$ cat config.mk
export PLATFORM = sky130hd
export DESIGN_NAME = wb_port_arbiter_flat
export DESIGN_NICKNAME = d
export VERILOG_FILES = /design/src/rtl/wb_port_arbiter_pkg.sv /design/src/rtl/wb_port_arbiter_if.sv /design/src/rtl/wb_port_arbiter_src_mux.sv /design/src/rtl/wb_port_arbiter.sv /design/src/flat_wrapper.sv
export SDC_FILE = /design/constraint.sdc
export NUM_CORES = 1
export LEC_CHECK = 0
export BUFFER_PORTS_ARGS = -buffer_cell sky130_fd_sc_hd__buf_2
export CAP_MARGIN = 20
export CELL_PAD_IN_SITES_DETAIL_PLACEMENT = 0
export CELL_PAD_IN_SITES_GLOBAL_PLACEMENT = 2
export CORE_ASPECT_RATIO = 1.4
export CORE_MARGIN = 8
export CORE_UTILIZATION = 28
export CTS_BUF_LIST = sky130_fd_sc_hd__clkbuf_4
export DETAILED_ROUTE_END_ITERATION = 10
export GPL_TIMING_DRIVEN = 0
export PLACE_DENSITY = 0.9
export SYNTH_ARGS = -nofsm -noshare
export SYNTH_HDL_FRONTEND = slang
export SYNTH_SLANG_ARGS = --single-unit
$ cat constraint.sdc
create_clock -name clk -period 2.5 [get_ports clk]
set_input_delay 0.375 -clock clk [delete_from_list [all_inputs] [get_ports clk]]
set_output_delay 0.375 -clock clk [all_outputs]
set_load 0.02 [all_outputs]
$ cat src/rtl/wb_port_arbiter_pkg.sv
// Shared definitions for the register-file write-port arbiter.
// Contents: writeback source select encodings and the arbiter FSM state type.
// Optional feature macro used by the arbiter: WB_FWD_EN (see wb_port_arbiter.sv).
package wb_pkg;

  localparam logic [1:0] WB_SRC_ALU    = 2'd0;
  localparam logic [1:0] WB_SRC_MEM    = 2'd1;
  localparam logic [1:0] WB_SRC_NEXTPC = 2'd3;

  typedef enum logic [1:0] {
    IDLE  = 2'd0,
    PEND  = 2'd1,
    FORCE = 2'd2
  } wb_state_e;

endpackage

$ cat src/rtl/wb_port_arbiter_if.sv
// Bundle of the arbiter's request / write-port signals.
//   master : request side (pipeline + long-latency unit) and write-port consumer
//   slave  : the arbiter itself
// Signals: p0_* pipeline writeback request, p1_* long-latency result request,
//          rf_* registered register-file write port.
// Macro WB_FWD_EN adds the forwarding lookup signals fwd_idx / fwd_hit / fwd_data.
interface wb_port_arbiter_if #(
  parameter int DATA_W = 32,
  parameter int ADDR_W = 32,
  parameter int IDX_W  = 5
);
  logic              p0_valid;
  logic              p0_ready;
  logic [IDX_W-1:0]  p0_rd;
  logic [1:0]        p0_src;
  logic [DATA_W-1:0] p0_alu_result;
  logic [DATA_W-1:0] p0_mem_data;
  logic [ADDR_W-1:0] p0_pc;

  logic              p1_valid;
  logic              p1_ready;
  logic [IDX_W-1:0]  p1_rd;
  logic [DATA_W-1:0] p1_data;

  logic              rf_we;
  logic [IDX_W-1:0]  rf_waddr;
  logic [DATA_W-1:0] rf_wdata;

`ifdef WB_FWD_EN
  logic [IDX_W-1:0]  fwd_idx;
  logic              fwd_hit;
  logic [DATA_W-1:0] fwd_data;

  modport master (
    output p0_valid, p0_rd, p0_src, p0_alu_result, p0_mem_data, p0_pc,
    output p1_valid, p1_rd, p1_data, fwd_idx,
    input  p0_ready, p1_ready, rf_we, rf_waddr, rf_wdata, fwd_hit, fwd_data
  );

  modport slave (
    input  p0_valid, p0_rd, p0_src, p0_alu_result, p0_mem_data, p0_pc,
    input  p1_valid, p1_rd, p1_data, fwd_idx,
    output p0_ready, p1_ready, rf_we, rf_waddr, rf_wdata, fwd_hit, fwd_data
  );
`else
  modport master (
    output p0_valid, p0_rd, p0_src, p0_alu_result, p0_mem_data, p0_pc,
    output p1_valid, p1_rd, p1_data,
    input  p0_ready, p1_ready, rf_we, rf_waddr, rf_wdata
  );

  modport slave (
    input  p0_valid, p0_rd, p0_src, p0_alu_result, p0_mem_data, p0_pc,
    input  p1_valid, p1_rd, p1_data,
    output p0_ready, p1_ready, rf_we, rf_waddr, rf_wdata
  );
`endif

endinterface

$ cat src/rtl/wb_port_arbiter_src_mux.sv
// Pipeline writeback data select.
// Ports:
//   src        in  2       source select (ALU / memory / next instruction address)
//   alu_result in  DATA_W
//   mem_data   in  DATA_W
//   pc         in  ADDR_W  instruction address; next-PC source returns pc+4
//   data       out DATA_W  selected writeback value
module wb_src_mux
  import wb_pkg::*;
#(
  parameter int DATA_W = 32,
  parameter int ADDR_W = 32
) (
  input  logic [1:0]        src,
  input  logic [DATA_W-1:0] alu_result,
  input  logic [DATA_W-1:0] mem_data,
  input  logic [ADDR_W-1:0] pc,
  output logic [DATA_W-1:0] data
);

  logic [ADDR_W-1:0] pc_plus4;

  assign pc_plus4 = pc + ADDR_W'(4);

  // Reserved encoding 2 falls through to the ALU result.
  always_comb begin
    data = alu_result;
    case (src)
      WB_SRC_MEM:    data = mem_data;
      WB_SRC_NEXTPC: data = DATA_W'(pc_plus4);
      default:       data = alu_result;
    endcase
  end

endmodule

$ cat src/rtl/wb_port_arbiter.sv
// Register-file write-port arbiter: shares one registered write port between the
// in-order pipeline writeback (p0) and a long-latency unit (p1). p0 normally wins;
// a losing p1 result waits in a 1-entry skid register, and after STARVE_LIMIT
// consecutive losses p0 is stalled for one cycle so the skid entry drains.
//
// state | meaning
// IDLE  | skid empty; p1 may write straight through when p0 is idle
// PEND  | skid holds a p1 result that has lost to p0
// FORCE | p1 starved STARVE_LIMIT times; p0 stalled, skid drains this cycle
//
// Ports:
//   clk, rst : clock, synchronous active-high reset
//   bus      : wb_port_arbiter_if.slave (p0_*, p1_* requests; rf_* write port)
// Macro WB_FWD_EN: adds a combinational forwarding lookup (fwd_idx -> fwd_hit/fwd_data)
// against the pending rf_* write (priority) and the skid entry.
module wb_port_arbiter
  import wb_pkg::*;
#(
  parameter int DATA_W       = 32,
  parameter int ADDR_W       = 32,
  parameter int IDX_W        = 5,
  parameter int STARVE_LIMIT = 4
) (
  input logic              clk,
  input logic              rst,
  wb_port_arbiter_if.slave bus
);

  localparam int              CNT_W   = $clog2(STARVE_LIMIT + 1);
  localparam logic [CNT_W-1:0] CNT_MAX = CNT_W'(STARVE_LIMIT);
  localparam logic [CNT_W-1:0] CNT_ONE = CNT_W'(1);

  wb_state_e         state;
  logic [CNT_W-1:0]  starve_cnt;
  logic [CNT_W-1:0]  starve_cnt_inc;

  logic              skid_valid;
  logic [IDX_W-1:0]  skid_rd;
  logic [DATA_W-1:0] skid_data;

  logic              rf_we_q;
  logic [IDX_W-1:0]  rf_waddr_q;
  logic [DATA_W-1:0] rf_wdata_q;

  logic [DATA_W-1:0] p0_data;
  logic              p0_fire;
  logic              p1_fire;

  wb_src_mux #(
    .DATA_W(DATA_W),
    .ADDR_W(ADDR_W)
  ) u_src_mux (
    .src       (bus.p0_src),
    .alu_result(bus.p0_alu_result),
    .mem_data  (bus.p0_mem_data),
    .pc        (bus.p0_pc),
    .data      (p0_data)
  );

  assign bus.p0_ready = (state != FORCE);
  assign bus.p1_ready = !skid_valid;
  assign p0_fire      = bus.p0_valid && bus.p0_ready;
  assign p1_fire      = bus.p1_valid && bus.p1_ready;
  assign starve_cnt_inc = starve_cnt + CNT_ONE;

  assign bus.rf_we    = rf_we_q;
  assign bus.rf_waddr = rf_waddr_q;
  assign bus.rf_wdata = rf_wdata_q;

  // Writes to x0 still complete the handshake; they just never raise rf_we.
  always_ff @(posedge clk) begin
    if (rst) begin
      state      <= IDLE;
      starve_cnt <= '0;
      skid_valid <= 1'b0;
      skid_rd    <= '0;
      skid_data  <= '0;
      rf_we_q    <= 1'b0;
      rf_waddr_q <= '0;
      rf_wdata_q <= '0;
    end else begin
      rf_we_q <= 1'b0;
      case (state)
        IDLE: begin
          if (p0_fire) begin
            rf_we_q    <= (bus.p0_rd != '0);
            rf_waddr_q <= bus.p0_rd;
            rf_wdata_q <= p0_data;
            if (p1_fire) begin
              // The capture cycle already counts as the first loss for p1.
              skid_valid <= 1'b1;
              skid_rd    <= bus.p1_rd;
              skid_data  <= bus.p1_data;
              starve_cnt <= CNT_ONE;
              state      <= (CNT_ONE == CNT_MAX) ? FORCE : PEND;
            end
          end else if (p1_fire) begin
            rf_we_q    <= (bus.p1_rd != '0);
            rf_waddr_q <= bus.p1_rd;
            rf_wdata_q <= bus.p1_data;
          end
        end
        PEND: begin
          if (p0_fire) begin
            rf_we_q    <= (bus.p0_rd != '0);
            rf_waddr_q <= bus.p0_rd;
            rf_wdata_q <= p0_data;
            starve_cnt <= starve_cnt_inc;
            if (starve_cnt_inc == CNT_MAX) state <= FORCE;
          end else begin
            rf_we_q    <= (skid_rd != '0);
            rf_waddr_q <= skid_rd;
            rf_wdata_q <= skid_data;
            skid_valid <= 1'b0;
            starve_cnt <= '0;
            state      <= IDLE;
          end
        end
        FORCE: begin
          rf_we_q    <= (skid_rd != '0);
          rf_waddr_q <= skid_rd;
          rf_wdata_q <= skid_data;
          skid_valid <= 1'b0;
          starve_cnt <= '0;
          state      <= IDLE;
        end
        default: begin
          skid_valid <= 1'b0;
          starve_cnt <= '0;
          state      <= IDLE;
        end
      endcase
    end
  end

`ifdef WB_FWD_EN
  logic fwd_rf_hit;
  logic fwd_skid_hit;

  // The rf_* write is younger than the skid entry only in the sense that it lands
  // first; it is the value the register file will hold next cycle, so it wins.
  assign fwd_rf_hit   = rf_we_q && (rf_waddr_q == bus.fwd_idx);
  assign fwd_skid_hit = skid_valid && (skid_rd == bus.fwd_idx);
  assign bus.fwd_hit  = (bus.fwd_idx != '0) && (fwd_rf_hit || fwd_skid_hit);
  assign bus.fwd_data = fwd_rf_hit ? rf_wdata_q : skid_data;
`endif

endmodule

$ cat src/flat_wrapper.sv
// flat-port wrapper written by rule: the top's interface ports become plain ports
module wb_port_arbiter_flat import wb_pkg::*;
#(
  parameter int DATA_W       = 32,
  parameter int ADDR_W       = 32,
  parameter int IDX_W        = 5,
  parameter int STARVE_LIMIT = 4
)
  (clk, rst, bus_p0_valid, bus_p0_rd, bus_p0_src, bus_p0_alu_result, bus_p0_mem_data, bus_p0_pc, bus_p1_valid, bus_p1_rd, bus_p1_data, bus_p0_ready, bus_p1_ready, bus_rf_we, bus_rf_waddr, bus_rf_wdata);
  wb_port_arbiter_if #(.DATA_W(DATA_W), .ADDR_W(ADDR_W), .IDX_W(IDX_W)) bus_i ();
  input logic clk;
  input logic rst;
  input wire logic [$bits(bus_i.p0_valid)-1:0] bus_p0_valid;
  input wire logic [$bits(bus_i.p0_rd)-1:0] bus_p0_rd;
  input wire logic [$bits(bus_i.p0_src)-1:0] bus_p0_src;
  input wire logic [$bits(bus_i.p0_alu_result)-1:0] bus_p0_alu_result;
  input wire logic [$bits(bus_i.p0_mem_data)-1:0] bus_p0_mem_data;
  input wire logic [$bits(bus_i.p0_pc)-1:0] bus_p0_pc;
  input wire logic [$bits(bus_i.p1_valid)-1:0] bus_p1_valid;
  input wire logic [$bits(bus_i.p1_rd)-1:0] bus_p1_rd;
  input wire logic [$bits(bus_i.p1_data)-1:0] bus_p1_data;
  output wire logic [$bits(bus_i.p0_ready)-1:0] bus_p0_ready;
  output wire logic [$bits(bus_i.p1_ready)-1:0] bus_p1_ready;
  output wire logic [$bits(bus_i.rf_we)-1:0] bus_rf_we;
  output wire logic [$bits(bus_i.rf_waddr)-1:0] bus_rf_waddr;
  output wire logic [$bits(bus_i.rf_wdata)-1:0] bus_rf_wdata;
  assign bus_i.p0_valid = bus_p0_valid;
  assign bus_i.p0_rd = bus_p0_rd;
  assign bus_i.p0_src = bus_p0_src;
  assign bus_i.p0_alu_result = bus_p0_alu_result;
  assign bus_i.p0_mem_data = bus_p0_mem_data;
  assign bus_i.p0_pc = bus_p0_pc;
  assign bus_i.p1_valid = bus_p1_valid;
  assign bus_i.p1_rd = bus_p1_rd;
  assign bus_i.p1_data = bus_p1_data;
  assign bus_p0_ready = bus_i.p0_ready;
  assign bus_p1_ready = bus_i.p1_ready;
  assign bus_rf_we = bus_i.rf_we;
  assign bus_rf_waddr = bus_i.rf_waddr;
  assign bus_rf_wdata = bus_i.rf_wdata;
  wb_port_arbiter #(.DATA_W(DATA_W), .ADDR_W(ADDR_W), .IDX_W(IDX_W), .STARVE_LIMIT(STARVE_LIMIT)) u_core (.clk(clk), .rst(rst), .bus(bus_i));
endmodule
### Word level (Yosys, flattened, before mapping)

Index checks and enable logic that the tools add are counted.

* flip-flop bits (word level): 81
* latch bits: 0
* bits in writable memories: 0
* ROM bits: 0
* bits of input ports: 144
* output and inout bits: 40
* logic and storage cells: 60
* memories kept: 0

* add/subtract/negate cells: 2
* $mul: 0
* div/mod/pow operators: 0
* order comparisons: 0
* eq/ne operators: 11
* shift operators: 0
* mux-type cells: 26
* bitwise logic cells: 0
* reductions and logical operators: 13

Operator list (number)
* 32-bit two-way mux: 3
* 32-bit case mux with 3 select lines: 1
* 32-bit case mux with 2 select lines: 1
* 32-bit by 3-bit adder with 32-bit output (second input constant): 1
* 5-bit two-way mux: 3
* 5-bit case mux with 3 select lines: 1
* 5-bit nonzero test: 3
* 3-bit two-way mux: 3
* 3-bit AND reduction: 3
* 2-bit two-way mux: 4
* 1-bit two-way mux: 6
* 3-bit case mux with 2 select lines: 1
* 2-bit by 1-bit == test with 1-bit output (second input constant): 2
* 2-bit == test (second input constant): 2
* 2-bit by 1-bit != test with 1-bit output (second input constant): 2
* 2-bit != test (second input constant): 2
* 2-bit case mux with 2 select lines: 1
* 2-bit AND reduction: 2
* 3-bit by 1-bit adder with 3-bit output (second input constant): 1
* 3-bit == test (second input constant): 1
* 3-bit by 1-bit != test with 1-bit output (second input constant): 1
* 3-bit != test (second input constant): 1
* 1-bit case mux with 3 select lines: 1
* 3-bit nonzero test: 1
* 4 further kinds: 5

### Longest topological paths before layout

Gate-level depths: netlist of the first run.

* word-level depth: 5
* depth in mapped cells: 9
* depth with buffers taken out: 7

### Cells and area by module

Synthesis of the first run repeated with hierarchy kept, for this count alone.

* cells, all modules: 673
* area total of the unflattened synthesis: 5263.8 µm²

Modules (own cells, without submodules)
* wb_port_arbiter: times used 1, cells each 476, area each 4008.8 µm², sequential area each 1621.6 µm²
* wb_src_mux: times used 1, cells each 197, area each 1255.0 µm², sequential area each 0.0 µm²

### Worst setup path after synthesis of the first run

No wires, ideal clock.

* path type: reg-to-reg
* start point: register u_core.state[0]
* end point: register u_core.rf_wdata_q[31], in the netlist u_core.bus.rf_wdata[31]
* library setup time: 0.130 ns
* arrival time: 1.817 ns
* required time: 2.370 ns
* setup slack: 0.553 ns
* stages on the path, launching flop included: 10
* path buffers: 2
* period minus slack after synthesis: 1.947 ns
* cell sequence: dfxtp_1 -> inv_1 -> ha_1 -> buf_2 -> inv_1 -> clkbuf_1 -> a222oi_1 -> nor2_1 -> a22oi_1 -> o31ai_1

* word-level cells in the longest chain between the ends: 4
* elaborated cells between the ends (all ways): 11
* those cells by class: 4 x eq/ne; 3 x mux; 4 x reduce/logical

Ends and longest elaborated chain
* start: declaration: RTL line wb_port_arbiter.sv:33 `wb_state_e state;`
* start signal: assignment: RTL line wb_port_arbiter.sv:95 `state <= (CNT_ONE == CNT_MAX) ? FORCE : PEND;`
* 2-bit != test: RTL line wb_port_arbiter.sv:60 `assign bus.p0_ready = (state != FORCE);`
* 1-bit logical AND: RTL line wb_port_arbiter.sv:62 `assign p0_fire = bus.p0_valid && bus.p0_ready;`
* 32-bit two-way mux (tied with other cells): RTL line wb_port_arbiter.sv:104 `if (p0_fire) begin`
* 32-bit case mux with 3 select lines / 2-bit AND reduction (equally long branches)
* end signal: assignment: RTL line wb_port_arbiter.sv:88 `rf_wdata_q <= p0_data;`
* end signal: assignment: RTL line wb_port_arbiter.sv:107 `rf_wdata_q <= p0_data;`
* end signal: assignment: RTL line wb_port_arbiter.sv:113 `rf_wdata_q <= skid_data;`
* end: declaration: RTL line wb_port_arbiter.sv:43 `logic [DATA_W-1:0] rf_wdata_q;`

Several ways; a longest one is shown, not always the timed one.
A chain may end at the register's enable or synchronous reset.

### Final worst setup path of the first run

* start point: register u_core.state[0]
* end point: register u_core.rf_wdata_q[15], in the netlist u_core.bus.rf_wdata[15]

The elaborated chain is that of the path after synthesis.

==> key figures, run 1 <==
Final layout
  • Final nets: 1022
  • Util after Layout: 36.25%
  • Filler instances: 2003
  • Share of cells above drive strength 1: 28.00%
  • Layout Cells excl Fill: 1118
  • Area grow syn2layout: 27.83%

Detailed routing
  • Vias/cell: 5.368
  • Via count: 6001
  • Final ANT Viol Nets: 0
  • First DRT Iteration DRCs: 609
  • TritonRoute pass-1 iters: 8
  • Post-route DRC: 0
  • WL final: 23.94 mm
  • Mean routed wirelength per cell: 21.41 µm

Clock tree
  • Htree depth: 3
  • CTS Sinks: 81
  • Clock root cell: clkbuf_4
  • TritonCTS buffer count: 9
  • Clock Path Buffers: 2
  • Clk pin slew, worst setup/hold paths: 0.13 ns
  • Hold buffers post-CTS: 0
  • CTS tree: yes
  • Clk_lat worst skew: 0.45 ns

Power
  • Sequential power share: 42.9%
  • Switching share of total power: 39.70%
  • Pleak: 2.632 nW
  • P_sw: 1.387 mW
  • Logic pwr share: 37.5%
  • Cell-internal power: 2.107 mW
  • Peak supply drop: 0.2131 mV
  • Pwr/cell area: 540.0 mW/mm²
  • Clk pwr share: 19.7%

Floorplanning
  • Die ar.: 0.02270 mm²
  • I/O Pins: 184
  • Die height: 175.1 µm
  • CORE AREA: 0.01785 mm²
  • Starting Density: 28.36%
  • Die span in x: 129.6 µm
  • # rows: 58

Place
  • Worst slack, placed: -0.2700 ns
  • Port Buffer Count: 179
  • Final GP Congestion: 0.9366
  • DP HPWL: 19.18 mm
  • Inst Count DP: 1093

Critical path
  • Crit path cell chain: inv_1, ha_1, nand2b_2, clkbuf_4, buf_2, a21o_1, a31oi_1, o21ai_0, a22o_1
  • CP max stage cell: dfxtp_1
  • Delay-heaviest family, CP: compound AO/OA/AOI/OAI gates
  • Worst path arrival time: 2.81 ns
  • Setup crit end kind: flop
  • Max incr delay on CP: 0.40 ns
  • Worst EP required: 2.86 ns
  • Worst Path Buf+Inv: 3
  • Crit Path Class: reg -> reg
  • Max FO, Critical Path: 10
  • Startpoint types: flop

STA
  • Achievable Freq: 0.4090 GHz
  • Fin crit share: 97.81%
  • Final setup viols: 0
  • Min cycle time layout: 2.445 ns
  • WHS: 0.1525 ns
  • Final Hold Vio Count: 0
  • Setup tns final: 0 ns
  • Headroom to the max-slew limit: 48.37%
  • Worst Tran Pin Value: 0.7745 ns
  • Unrepaired setup endpoints after global routing: true
  • Max Clock Skew: 0.02268 ns
  • Worst setup margin: 0.05484 ns
  • Pins over their slew limit: 0

Yosys
  • Mapped Nets: 825
  • Post-synthesis sequential area ratio: 32.03%
  • Synth Area in Simple Gates: 24.35%
  • Mapped Cells: 674
  • Ys async rst share: 0%
  • Synth warnings: 0
  • XOR/XNOR Fraction of Synth Area: 3.633%
  • Post-synth EDFFs: 0
  • Synth Area in Adders: 1.730%
  • Netlist cell types: 60
  • Post-synth top flop: dfxtp_1
  • Largest family of logic cells by synthesized area: compound AO/OA/AOI/OAI gates
  • Compound-gate portion of the synthesized area: 29.51%
  • Flops & latches, synth: 81
  • Mux share of post-synthesis cell area: 3.040%
  • Mapped Avg Cell Area: 7.511 µm²
  • Synthesized area: 0.005062 mm²

Global routing
  • Antenna violations before repair: 3
  • Total global-route track usage: 20.35%
  • Largest net degree at the start of global routing: 13
  • Gr ovfl total: 0
  • First-pass GRT wire length: 34.67 mm
  • Vias in the first global route: 5851

Flow run
  • MaxCap Viol Count: 0

Hold path
  • Hold Path Class: in -> reg

Run status
  • Outcome: complete, no violations
-- area by class of cell --
cell class | instances | area [µm²] | area share, %
multi-input cells | 524 | 3181 | 49.15
well taps | 240 | 300.3 | 4.640
repair buffers | 186 | 948.4 | 14.66
clock buffers | 11 | 82.58 | 1.276
plain buffers | 53 | 249.0 | 3.848
diodes | 3 | 7.507 | 0.1160
flip-flops and latches | 81 | 1622 | 25.06
clock inverters | 4 | 21.27 | 0.3287
inverters | 16 | 60.06 | 0.9281
-- path summary, 6_finish.rpt --
check	start	endpoint	slack (ns)	cells after the start
min	bus_p1_data[3]	u_core.skid_data[3]	0.15	3
max reg2reg	u_core.state[0]	u_core.bus.rf_wdata[15]	0.05	9
max	u_core.state[0]	u_core.bus.rf_wdata[15]	0.05	9
min reg2reg	u_core.starve_cnt[2]	u_core.starve_cnt[2]	0.46	2
-- placed cells by master (no fill, tap or decap), types with 10 or more instances in the layout --
master	count
buf_2	187
nand2_1	120
a21oi_1	85
dfxtp_1	81
nor2_1	39
nand3_1	33
o21ai_0	28
clkbuf_1	22
inv_1	15
clkbuf_2	15
a31oi_1	15
xor2_1	14
a211oi_1	14
a221oi_1	13
clkbuf_4	12
mux2i_1	12
a222oi_1	10
-- flip-flops by register name (all words and copies together) (netlist names) --
signal	count
u_core.bus.rf_waddr	5
u_core.bus.rf_wdata	32
u_core.bus.rf_we	1
u_core.skid_data	32
u_core.skid_rd	5
u_core.skid_valid	1
u_core.starve_cnt	3
u_core.state	2
-- power groups by stage --
stage | Sequential [mW] | Combinational (mW) | Clock [mW]
finish | 1.50 | 1.31 | 0.687
global route | 1.51 | 1.41 | 0.746
CTS | 1.49 | 1.27 | 0.706
detailed placement | 1.52 | 1.26 | 0
global placement | 1.52 | 1.26 | 0
floorplan | 1.61 | 0.636 | 0
-- per-stage QoR --
stage,area (µm²),power [mW]
6_report,6471,3.494
5_1_grt,6469,3.667
4_1_cts,6382,3.473
3_5_place_dp,6259,2.786
3_3_place_gp,6259,2.779
2_1_floorplan,5062,2.250
-- worst register-to-register path, stage by stage (launching register included) --
cell,delay (ns)
dfxtp_1,0.40
inv_1,0.08
ha_1,0.28
nand2b_2,0.27
clkbuf_4,0.25
buf_2,0.27
a21o_1,0.19
a31oi_1,0.22
o21ai_0,0.19
a22o_1,0.24
-- cells by family after synthesis --
logic type	after synthesis
AND/OR/NAND/NOR	256
AO/OA/AOI/OAI	225
flip-flops	81
buffers and inverters	69
XOR/XNOR	21
multiplexers	15
adder cells (fa/ha/maj)	7
-- cells in the mapped netlist, types with 10 or more instances --
| cell | instances | area, µm² |
|---|---|---|
| nor2_1 | 39 | 146.4 |
| nand2_1 | 121 | 454.2 |
| a31oi_1 | 15 | 93.84 |
| nand3_1 | 34 | 170.2 |
| a222oi_1 | 10 | 100.1 |
| o21ai_0 | 28 | 140.1 |
| a21oi_1 | 86 | 430.4 |
| clkbuf_1 | 34 | 127.6 |
| inv_1 | 15 | 56.30 |
| dfxtp_1 | 81 | 1622 |
| xor2_1 | 14 | 122.6 |
| a211oi_1 | 14 | 105.1 |
| a221oi_1 | 13 | 113.9 |
| mux2i_1 | 12 | 120.1 |
-- layer usage --
metal	GRT usage [%]	routed length [µm]	vias to the layer above
met2	36.71	12350	274
met1	23.18	9302	2813
met5	0	0	-
met4	7.674	582	0
met3	3.295	1702	31
li1	-	-	2883
-- what timing repair did --
item	in CTS	in global routing
pin swaps	0	4
buffers inserted	0	7
gates resized for setup	6	27
setup endpoints to repair	32	60
No activity file was read; power rests on OpenSTA's default activity.
==> run 2, diff against run 1 <==
--- a/config.mk
+++ b/config.mk
@@ -10,12 +10,13 @@
 export CELL_PAD_IN_SITES_DETAIL_PLACEMENT = 0
 export CELL_PAD_IN_SITES_GLOBAL_PLACEMENT = 2
 export CORE_ASPECT_RATIO = 1.4
-export CORE_MARGIN = 8
+export CORE_MARGIN = 5
 export CORE_UTILIZATION = 28
 export CTS_BUF_LIST = sky130_fd_sc_hd__clkbuf_4
 export DETAILED_ROUTE_END_ITERATION = 10
 export GPL_TIMING_DRIVEN = 0
 export PLACE_DENSITY = 0.9
+export SETUP_SLACK_MARGIN = 0.2
 export SYNTH_ARGS = -nofsm -noshare
 export SYNTH_HDL_FRONTEND = slang
 export SYNTH_SLANG_ARGS = --single-unit
==> key figures, run 2 (synthesis results as in run 1) <==
Floorplanning
  • Die height: 169.1 µm (was 175.1 µm)
  • Starting Density: 28.36% (unchanged)
  • # rows: 58 (unchanged)
  • Die ar.: 0.02091 mm² (was 0.02270 mm²)
  • Die span in x: 123.6 µm (was 129.6 µm)
  • I/O Pins: 184 (unchanged)
  • CORE AREA: 0.01785 mm² (unchanged)

Final layout
  • Area grow syn2layout: 30.13% (was 27.83%)
  • Util after Layout: 36.90% (was 36.25%)
  • Share of cells above drive strength 1: 29.30% (was 28.00%)
  • Final nets: 1023 (was 1022)
  • Cell area after layout: 0.006588 mm² (was 0.006471 mm²)
  • Filler instances: 2047 (was 2003)
  • Most frequent cells in the layout: buf_2, nand2_1, a21oi_1 (unchanged)
  • Most common cell after layout, fill and taps aside: buf_2 (unchanged)
  • Layout Cells excl Fill: 1121 (was 1118)

Global routing
  • Gr ovfl total: 0 (unchanged)
  • Antenna violations before repair: 4 (was 3)
  • Total global-route track usage: 21.80% (was 20.35%)
  • Vias in the first global route: 5924 (was 5851)
  • First-pass GRT wire length: 34.33 mm (was 34.67 mm)
  • Largest net degree at the start of global routing: 14 (was 13)

Clock tree
  • Htree depth: 3 (unchanged)
  • Clk_lat worst skew: 0.48 ns (was 0.45 ns)
  • Hold buffers post-CTS: 0 (unchanged)
  • CTS Sinks: 81 (unchanged)
  • Clk pin slew, worst setup/hold paths: 0.14 ns (was 0.13 ns)
  • TritonCTS buffer count: 9 (unchanged)
  • Clock root cell: clkbuf_4 (unchanged)
  • CTS tree: yes (unchanged)
  • Clock Path Buffers: 2 (unchanged)

Critical path
  • Worst path arrival time: 2.57 ns (was 2.81 ns)
  • Crit Path Class: reg -> reg (unchanged)
  • Startpoint types: flop (unchanged)
  • Critical R2R Capture: u_core.bus.rf_wdata[12] (was u_core.bus.rf_wdata[15])
  • Worst EP required: 2.88 ns (was 2.86 ns)
  • Start point of the critical path: u_core.state[1] (was u_core.state[0])
  • Worst reg-to-reg path cell count: 9 (unchanged)
  • Setup crit end kind: flop (unchanged)
  • Worst reg2reg startpoint: u_core.state[1] (was u_core.state[0])
  • Flop2flop setup slack: 0.31 ns (was 0.05 ns)
  • Max FO, Critical Path: 10 (unchanged)
  • Worst setup path endpoint: u_core.bus.rf_wdata[12] (was u_core.bus.rf_wdata[15])

Detailed routing
  • TritonRoute pass-1 iters: 5 (was 8)
  • Mean routed wirelength per cell: 20.91 µm (was 21.41 µm)
  • Via count: 6040 (was 6001)
  • Top layer in use: met4 (unchanged)
  • Met1 WL: 9.413 mm (was 9.302 mm)
  • Post-route DRC: 0 (unchanged)
  • Vias/cell: 5.388 (was 5.368)
  • Final ANT Viol Nets: 0 (unchanged)
  • DR WL met3: 1.340 mm (was 1.702 mm)
  • Met2 WL: 11.82 mm (was 12.35 mm)
  • WL final: 23.44 mm (was 23.94 mm)
  • First DRT Iteration DRCs: 638 (was 609)

STA
  • Min cycle time layout: 2.192 ns (was 2.445 ns)
  • Fin crit share: 87.68% (was 97.81%)
  • Final setup viols: 0 (unchanged)
  • Max Clock Skew: 0.02265 ns (was 0.02268 ns)
  • Achievable Freq: 0.4562 GHz (was 0.4090 GHz)
  • Final Hold Vio Count: 0 (unchanged)
  • Worst Tran Pin Value: 0.7899 ns (was 0.7745 ns)
  • Pins over their slew limit: 0 (unchanged)
  • Unrepaired setup endpoints after global routing: true (unchanged)
  • Headroom to the max-slew limit: 46.85% (was 48.37%)
  • WHS: 0.1263 ns (was 0.1525 ns)

Place
  • Final GP Congestion: 0.9261 (was 0.9366)
  • Placed inst area: 0.006259 mm² (unchanged)
  • Port Buffer Count: 179 (unchanged)
  • Inst Count DP: 1093 (unchanged)
  • DP HPWL: 18.57 mm (was 19.18 mm)

Power
  • Peak supply drop: 0.2834 mV (was 0.2131 mV)
  • Pleak: 2.679 nW (was 2.632 nW)
  • Pwr/cell area: 564.5 mW/mm² (was 540.0 mW/mm²)
  • PnR Total Power: 3.719 mW (was 3.494 mW)

Run status
  • Outcome: complete, no violations (unchanged)

Flow run
  • MaxCap Viol Count: 0 (unchanged)

Hold path
  • Hold Path Class: in -> reg (unchanged)
==> run 2: power by group <==
| group | leakage [nW] | internal, mW | switching (mW) | total, mW |
|---|---|---|---|---|
| logic | 1.93 | 0.491 | 0.843 | 1.33 |
| clock network | 0.0808 | 0.395 | 0.491 | 0.886 |
| registers | 0.666 | 1.42 | 0.0768 | 1.50 |
==> run 2: layout make-up <==
cell class / count / area (µm²) / area share, %
multi-input cells: 524 / 3211 / 48.74
inverters: 16 / 60.06 / 0.9117
diodes: 4 / 10.01 / 0.1519
repair buffers: 187 / 955.9 / 14.51
well taps: 240 / 300.3 / 4.558
clock inverters: 7 / 85.08 / 1.292
flip-flops and latches: 81 / 1624 / 24.65
plain buffers: 53 / 274.0 / 4.160
clock buffers: 9 / 67.56 / 1.026
==> run 2: worst min-delay path by stage <==
stage / startpoint / end / slack [ns] / cells past startpoint
2_1_floorplan: u_core.skid_data[9] / u_core.skid_data[9] / 0.43 / 2
3_3_place_gp: u_core.bus.rf_wdata[9] / u_core.bus.rf_wdata[9] / 0.43 / 2
3_5_place_dp: u_core.bus.rf_wdata[9] / u_core.bus.rf_wdata[9] / 0.44 / 2
4_1_cts: bus_p1_data[0] / u_core.skid_data[0] / 0.13 / 3
5_1_grt: bus_p1_data[4] / u_core.skid_data[4] / 0.12 / 3
6_report: bus_p1_data[0] / u_core.skid_data[0] / 0.13 / 3
==> run 2: layer usage <==
metal | vias to the layer above | GRT usage, %
met5 | - | 0
met4 | 0 | 9.735
met3 | 54 | 3.041
met2 | 239 | 37.37
met1 | 2866 | 26.69
li1 | 2881 | -
==> run 2: timing repair <==
action                                  4_1_cts  5_1_grt
endpoints found under the hold margin         0        0
resized for setup                            26       23
endpoints found under the setup margin       71       67
setup buffers                                 4        4
pin swaps                                     3        7
==> run 2: metrics by stage <==
step / setup TNS (ns) / setup WS [ns]
detailed placement: -8.364 / -0.3048
global route: 0 / 0.1517
finish: 0 / 0.3080
global placement: -8.462 / -0.2915
floorplan: 0 / 0.5527
CTS: 0 / 0.2106
==> run 2: critical path, stage by stage (launching register included) <==
cell and delay [ns]:
dfxtp_2 0.37, inv_1 0.06, ha_1 0.29, buf_4 0.18
nor2b_1 0.18, nor2_1 0.11, clkbuf_2 0.24, a221oi_1 0.37
nor2_1 0.11, a22o_1 0.19
==> run 3, diff against run 2 <==
--- a/config.mk
+++ b/config.mk
@@ -15,7 +15,8 @@
 export CTS_BUF_LIST = sky130_fd_sc_hd__clkbuf_4
 export DETAILED_ROUTE_END_ITERATION = 10
 export GPL_TIMING_DRIVEN = 0
-export PLACE_DENSITY = 0.9
+export MAX_ROUTING_LAYER = met4
+export PLACE_DENSITY = 0.89
 export SETUP_SLACK_MARGIN = 0.2
 export SYNTH_ARGS = -nofsm -noshare
 export SYNTH_HDL_FRONTEND = slang
==> key figures, run 3 (synthesis results as in run 1) <==
Critical path
  • Delay-heaviest family, CP: compound AO/OA/AOI/OAI gates (unchanged)
  • Worst Path Buf+Inv: 2 (was 3)
  • Startpoint types: flop (unchanged)
  • Most used cell, CP: inv_1 (was nor2_1)
  • Worst reg-to-reg path cell count: 7 (was 9)
  • Worst path arrival time: 2.58 ns (was 2.57 ns)
  • Setup crit end kind: flop (unchanged)
  • Max FO, Critical Path: 7 (was 10)
  • Worst setup path endpoint: u_core.bus.rf_wdata[9] (was u_core.bus.rf_wdata[12])
  • Worst EP required: 2.85 ns (was 2.88 ns)
  • Critical R2R Capture: u_core.bus.rf_wdata[9] (was u_core.bus.rf_wdata[12])
  • Crit Path Class: reg -> reg (unchanged)
  • Start point of the critical path: u_core.state[1] (unchanged)
  • Max incr delay on CP: 0.59 ns (was 0.37 ns)
  • Flop2flop setup slack: 0.27 ns (was 0.31 ns)
  • Worst reg2reg startpoint: u_core.state[1] (unchanged)
  • Stages on the worst setup path: 7 (was 9)
  • CP max stage cell: o21ai_0 (was dfxtp_2)
  • Crit path cell chain: inv_1, ha_1, inv_1, o21ai_0, o2bb2ai_1, a31oi_1, o41ai_1 (was inv_1, ha_1, buf_4, nor2b_1, nor2_1, clkbuf_2, a221oi_1, nor2_1, a22o_1)

Clock tree
  • TritonCTS buffer count: 9 (unchanged)
  • Htree depth: 3 (unchanged)
  • CTS Sinks: 81 (unchanged)
  • Clock root cell: clkbuf_4 (unchanged)
  • CTS tree: yes (unchanged)
  • Clk_lat worst skew: 0.45 ns (was 0.48 ns)
  • Clock Path Buffers: 2 (unchanged)
  • Clk pin slew, worst setup/hold paths: 0.14 ns (about the same)

STA
  • Fin crit share: 89.23% (was 87.68%)
  • Worst setup margin: 0.2691 ns (was 0.3080 ns)
  • Unrepaired setup endpoints after global routing: true (unchanged)
  • Min cycle time layout: 2.231 ns (was 2.192 ns)
  • Max Clock Skew: 0.02272 ns (was 0.02265 ns)
  • Final Hold Vio Count: 0 (unchanged)
  • Worst Tran Pin Value: 0.7818 ns (was 0.7899 ns)
  • Headroom to the max-slew limit: 47.88% (was 46.85%)
  • Achievable Freq: 0.4483 GHz (was 0.4562 GHz)
  • Pins over their slew limit: 0 (unchanged)
  • Final setup viols: 0 (unchanged)
  • Setup tns final: 0 ns (unchanged)

Run status
  • Outcome: complete, no violations (unchanged)

Floorplanning
  • Die height: 169.1 µm (unchanged)
  • Die span in x: 123.6 µm (unchanged)
  • I/O Pins: 184 (unchanged)
  • CORE AREA: 0.01785 mm² (unchanged)
  • Starting Density: 28.36% (unchanged)
  • Die ar.: 0.02091 mm² (unchanged)
  • # rows: 58 (unchanged)

Final layout
  • Layout Cells excl Fill: 1121 (unchanged)
  • Util after Layout: 36.86% (was 36.90%)
  • Most common cell after layout, fill and taps aside: buf_2 (unchanged)
  • Area grow syn2layout: 29.98% (was 30.13%)
  • Most frequent cells in the layout: buf_2, nand2_1, a21oi_1 (unchanged)
  • Final nets: 1023 (unchanged)
  • Filler instances: 1998 (was 2047)
  • Share of cells above drive strength 1: 29.19% (was 29.30%)

Global routing
  • First-pass GRT wire length: 33.84 mm (was 34.33 mm)
  • Gr ovfl total: 0 (unchanged)
  • Vias in the first global route: 5736 (was 5924)
  • Antenna violations before repair: 4 (unchanged)
  • Total global-route track usage: 22.13% (was 21.80%)
  • Largest net degree at the start of global routing: 14 (unchanged)

Power
  • Peak supply drop: 0.2098 mV (was 0.2834 mV)
  • Logic pwr share: 35.8% (was 35.9%)
  • Pwr/cell area: 565.7 mW/mm² (was 564.5 mW/mm²)
  • Cell-internal power: 2.323 mW (was 2.308 mW)
  • P_sw: 1.399 mW (was 1.410 mW)
  • PnR Total Power: 3.722 mW (was 3.719 mW)
  • Pleak: 2.684 nW (was 2.679 nW)
  • Clk pwr share: 23.9% (was 23.8%)
  • Sequential power share: 40.2% (was 40.3%)
  • Switching share of total power: 37.58% (was 37.93%)

Detailed routing
  • Post-route DRC: 0 (unchanged)
  • Via count: 6049 (was 6040)
  • Final ANT Viol Nets: 0 (unchanged)
  • First DRT Iteration DRCs: 551 (was 638)
  • TritonRoute pass-1 iters: 7 (was 5)
  • Mean routed wirelength per cell: 20.67 µm (was 20.91 µm)
  • WL final: 23.17 mm (was 23.44 mm)
  • Vias/cell: 5.396 (was 5.388)

Place
  • Worst slack, placed: -0.2239 ns (was -0.3048 ns)
  • Port Buffer Count: 179 (unchanged)
  • DP HPWL: 18.59 mm (was 18.57 mm)
  • Inst Count DP: 1093 (unchanged)
  • Final GP Congestion: 0.9393 (was 0.9261)

Hold path
  • Hold Path Class: in -> reg (unchanged)

Flow run
  • MaxCap Viol Count: 0 (unchanged)
-- run 3: what timing repair did --
item                                    4_1_cts  5_1_grt
endpoints found under the setup margin       70       65
resized for setup                            22       28
pin swaps                                     2        7
hold buffers                                  0        0
buffers inserted                              1        7
-- run 3: how the worst min path moves through the flow --
| stage | from | slack (ns) | cells past startpoint | to |
|---|---|---|---|---|
| floorplan | u_core.skid_data[9] | 0.43 | 2 | u_core.skid_data[9] |
| global placement | u_core.bus.rf_wdata[9] | 0.44 | 2 | u_core.bus.rf_wdata[9] |
| detailed placement | u_core.bus.rf_wdata[9] | 0.44 | 2 | u_core.bus.rf_wdata[9] |
| CTS | bus_p1_data[2] | 0.14 | 3 | u_core.skid_data[2] |
| global route | bus_p1_data[23] | 0.15 | 3 | u_core.skid_data[23] |
| finish | bus_p1_data[2] | 0.15 | 3 | u_core.skid_data[2] |
-- run 3: final cells by class --
type,instances,area [µm²],area share [%]
multi-input cells,524,3197,48.58
flip-flops and latches,81,1627,24.72
repair buffers,187,955.9,14.53
well taps,240,300.3,4.564
plain buffers,53,272.8,4.145
clock inverters,6,82.58,1.255
clock buffers,10,75.07,1.141
inverters,16,60.06,0.9127
diodes,4,10.01,0.1521
-- run 3: worst register-to-register path, delay by kind of cell, from the launching register on --
kind | cells | cell delay [ns]
AOI/OAI and AO/OA | 4 | 1.30
DFF | 1 | 0.38
adders and majority gates | 1 | 0.29
buffers and inverters | 2 | 0.19
-- run 3: metrics by stage --
step	hold WS, ns	area [µm²]
2_1_floorplan	0.4317	5062
3_3_place_gp	0.4364	6259
3_5_place_dp	0.4385	6259
4_1_cts	0.1388	6471
5_1_grt	0.1457	6580
6_report	0.1547	6580
-- run 3: power by group through the flow --
stage | Combinational, mW | Sequential [mW] | Clock (mW)
5_1_grt | 1.44 | 1.51 | 0.959
3_5_place_dp | 1.26 | 1.52 | 0
4_1_cts | 1.29 | 1.50 | 0.911
2_1_floorplan | 0.636 | 1.61 | 0
3_3_place_gp | 1.26 | 1.52 | 0
6_report | 1.33 | 1.50 | 0.891
-- run 3: per-layer routing --
metal  global-route usage (%)  wire (µm)  vias up
met1                    26.80       9404     2845
met3                    2.507       1325       52
li1                         -          -     2900
met2                    37.23      11580      252
met4                    8.578        861        0
met5                        -          0        -
